$ cat config.mk
export PLATFORM = sky130hd
export DESIGN_NAME = pattern_detector_mealy
export DESIGN_NICKNAME = d
export VERILOG_FILES = /design/src/rtl/pattern_detector_mealy.sv
export SDC_FILE = /design/constraint.sdc
export NUM_CORES = 1
export LEC_CHECK = 0
export CORE_AREA = 2 2 39 41
export CTS_BUF_LIST = sky130_fd_sc_hd__clkbuf_16
export CTS_CLUSTER_DIAMETER = 100
export DETAILED_ROUTE_END_ITERATION = 6
export DIE_AREA = 0 0 41 43
export SYNTH_ARGS = -nofsm -noshare
export SYNTH_HDL_FRONTEND = slang
export SYNTH_SLANG_ARGS = --single-unit
$ cat constraint.sdc
create_clock -name clk -period 2.29 [get_ports clk]
set_clock_uncertainty 0.05 [all_clocks]
set_input_delay 0.458 -clock clk [delete_from_list [all_inputs] [get_ports clk]]
set_output_delay 0.458 -clock clk [all_outputs]
set_load 0.02 [all_outputs]
$ cat src/rtl/pattern_detector_mealy.sv
// Serial Mealy detector for the bit pattern 1-1-0-1-0 (first bit first).
// Overlapping detection: no proper suffix of 11010 is also a prefix of it,
// so matching restarts from S_IDLE after each hit.
module pattern_detector_mealy (
  input  logic clk,
  input  logic rst,
  input  logic d_i,
  input  logic valid_i,
  output logic pattern
);

  typedef enum logic [2:0] {
    S_IDLE = 3'd0,
    S_1    = 3'd1,
    S_11   = 3'd2,
    S_110  = 3'd3,
    S_1101 = 3'd4
  } state_t;

  state_t state;
  state_t state_next;

  // State register with synchronous active-low reset.
  always_ff @(posedge clk) begin
    if (!rst) begin
      state <= S_IDLE;
    end else begin
      state <= state_next;
    end
  end

  // Next-state and Mealy output; invalid cycles hold the partial match.
  always_comb begin
    state_next = state;
    pattern    = rst & valid_i & (state == S_1101) & ~d_i;
    if (valid_i) begin
      case (state)
        S_IDLE:  state_next = d_i ? S_1    : S_IDLE;
        S_1:     state_next = d_i ? S_11   : S_IDLE;
        S_11:    state_next = d_i ? S_11   : S_110;
        S_110:   state_next = d_i ? S_1101 : S_IDLE;
        S_1101:  state_next = d_i ? S_11   : S_IDLE;
        default: state_next = S_IDLE;
      endcase
    end
  end

endmodule

# After elaboration in Yosys (flattened, before gate mapping)
# Index checks and enable logic that the tools add are counted.
[word_totals]
input_bits = 4
ff_bits = 3
ramBits = 0
wordCells = 16
latch_bits = 0
rom_bits = 0
n_memories = 0
[classes]
bitwise = 4
magnitude_cmp = 0
n_eq_ne = 4
n_mul = 0
n_addsub = 0
n_shift = 0
reduce_logical = 2
div_mod_pow = 0
muxes = 5
[ops]
columns = ["operator", "n"]
rows = [
  ["$pmux W3 S4", 1],
  ["$eq A3 B2 Y1 const B", 2],
  ["$and A1 B1 Y1", 3],
  ["$eq A3 B1 Y1 const B", 1],
  ["$eq A3 B3 Y1 const B", 1],
  ["$logic_not A3 Y1", 1],
  ["$mux W3", 1],
  ["$mux W1", 2],
  ["$mux W2", 1],
  ["$reduce_or A2 Y1", 1],
  ["$not A1 Y1", 1],
]

# Longest topological paths before layout
[logic_depth]
depth_word = 3
mapped_depth = 2

# Worst setup path after synthesis
# OpenSTA, ideal clock, no wires.
[synth_timing]
path_kind = "input-to-output"
startpoint = "input valid_i"
endpoint = "output pattern"
arrival_time_ps = 1037
stages = 2
required_time_ps = 1782
slack_ps = 745
cell_sequence = "nand2b_1 > nor4b_2"
[synth_via]
elab_chain_len = 3
[synth_lines]
columns = ["element", "line_no", "text"]
rows = [
  ["start, declared", "8", "input logic valid_i,"],
  ["$and A1 B1 Y1 (3 in series)", "35", "pattern = rst & valid_i & (state == S_1101) & ~d_i;"],
  ["end, declared", "9", "output logic pattern"],
]
# No other way between the ends.

# Worst setup path in the final report
# Same ends and word-level chain as after synthesis.

==> metrics.txt <==
outcome=finished, final reports clean; EDFF count, synth=0; Simple-Gate Fraction of Synth Area=31.5%; initial antenna violation count=0; TritonCTS clock tree=yes; routed length on met3=46 um; num rows=14; grt ovf=0; Die Ht=43 um; first-pass GRT wire length=690 um; largest net degree at the start of global routing=7; Crit Path Max Fanout=2; # clock sinks=3; Leak=0.147 nW; global placer's final weighted congestion=0.655; via count=approximately 190; ys flop type=dfxtp_1; Final Hold Vio Count=0; Core Box Area=between 1000 and 1500 um^2; final setup violation count=0; Routed Antenna Nets=0; Mapped Cells=18; Synth area leaders=dfxtp_1, xnor2_1, o32ai_2; DR WL/cell=between 9 and 10 um; post-synthesis mux area share=0%; Final Max Tran Viols=0; Synth Net Count=22; crit path DAT=1610 ps; dpl cells=43; Slew HR=84.5%; DRC=0; FF+latch count, synth=3; power per cell area=between 900 and 1000 nW/um^2; area grow syn2layout=94.0%; Commonest cells post-synth=dfxtp_1, nand2_1, nand2b_1, nand3b_1, xnor2_1; number of I/O pins=5; post-synthesis compound-gate area fraction=24.8%; Synth cell types=12; non-filler cells, final=47; max reg flops=3; vias per inst=3.98; maximum vdd drop=0.310 mV; largest register by flop count=state; fillcell total=148; CTS root buf=clkbuf_16; Inserted Clock Buffers=3; adder-cell area share of the yosys netlist=0%; Avg Inst Size Synth=10.4 um^2; max_cap viols=0; DRT Wirelength=approximately 430 um; gr usage total=6.62%; Worst setup SP type=input pin; Netlist Area Pre-Place=~190 um^2; Worst-Margin Slew=~230 ps; Final period util=92.5%; DPL Wire Length=295 um; crit end category=output port; routed wl met2=172 um; xor and xnor area share after synthesis=9.40%; worst skew pair latency=around 220 ps; Die Area=1760 um^2; RSZ-0062 raised after global routing=no; post-synth top area share=32.2%; initial core utilization=between 10% and 20%; Ant. Diodes=0; cell taking the most area after synthesis=dfxtp_1; Final TNS setup=0 ps; most frequent cell after synthesis=dfxtp_1; Post-synth ARST share=0%; maximum clock rate=472 MHz; DRT Pass-1 Iters=1; CP required=1780 ps; Yosys Warn Count=0; share of the yosys chip area belonging to registers=32.2%; Regs by FF count=state x3; Top Layer Used=met4; Clock Path Buffers=2; die width=41 um; fraction of layout cells with a size suffix above 1=38.7%; final-stage net count=36; area of the multi-input gates=123 um^2; clock period minus worst slack=2120 ps; largest family of logic cells by synthesized area=simple AND/OR/NAND/NOR gates; vias in the first global route=175; post-route total power=356 uW; Hold WC Path Type=reg2reg; Port-buffer cells=4; crit path kind=in2out; clk slew on worst S/H paths=approximately 30 ps; Iteration-0 DRC Markers=0; CTS H-tree lvls=1; sequential cell area=60.1 um^2; Met1 Wirelength=191 um
[per-layer routing]
layer | GRT usage [%] | up-vias
li1 | - | 93
met1 | 7.05 | 85
met2 | 7.19 | 7
met3 | 3.14 | 2
met4 | 10.0 | 0
met5 | 0 | -
[stage by stage]
stage               hold WS (ps)  worst slack [ps]  util [%]  instance area, um^2
floorplan                    436               745         -                  186
global placement             466              -115      20.5                  284
detailed placement           467              -120      20.5                  284
CTS                          470               159      26.1                  362
global route                 499               104      26.1                  362
finish                       466               172      26.1                  362
[where the power goes]
group	total (mW)	switching [mW]	internal, mW
clock	0.273	0.0476	0.225
sequential	0.0569	0.00241	0.0545
combinational	0.0266	0.0100	0.0166
total	0.356	0.0600	0.296
[critical path, stage by stage]
cell and delay, ps:
clkdlybuf4s50_1 480, nand2b_1 90, nor4b_2 230, dlygate4sd2_1 350
[cells in the final DEF (no fill, tap or decap)]
cell | synthesis | routed
buf_4 | 0 | 5
clkbuf_16 | 0 | 3
clkdlybuf4s50_1 | 0 | 3
dfxtp_1 | 3 | 3
nand2b_1 | 2 | 2
inv_1 | 1 | 2
xnor2_1 | 2 | 2
nand3b_1 | 2 | 2
nand2_1 | 2 | 2
nor4b_2 | 1 | 1
o41ai_2 | 1 | 1
nand4b_1 | 1 | 1
o21ai_1 | 1 | 1
o21a_2 | 1 | 1
o32ai_2 | 1 | 1
dlygate4sd2_1 | 0 | 1
[worst paths after layout]
kind,start,end,slack [ps],depth (start not counted)
hold / removal,state[1],state[1],470,2
setup / recovery,valid_i,pattern,170,4
hold reg to reg,state[1],state[1],470,2
setup reg to reg,state[0],state[0],1200,3
[logic make-up (layout without fill, tap and decap cells)]
kind of cell,Yosys count,in the layout
buffers and inverters,1,14
AOI/OAI and AO/OA,4,4
xor gates and xnor gates,2,2
DFF,3,3
and+or+nand+nor,8,8
[repair_timing]
| item | CTS | global route |
|---|---|---|
| hold buffers | 0 | 0 |
| hold endpoints to repair | 0 | 0 |
| setup buffers | 0 | 0 |
| endpoints found under the setup margin | 1 | 0 |
| gates resized for setup | 1 | 0 |
[cell type report]
type / instances / share of cell area, %
Sequential cell: 3 / 16.6
Clock inverter: 1 / 1.04
Timing Repair Buffer: 9 / 21.1
Tap cell: 16 / 5.54
Clock buffer: 3 / 20.8
Inverter: 1 / 1.04
Multi-Input combinational cell: 14 / 33.9
(Power assumes the default switching activity.)
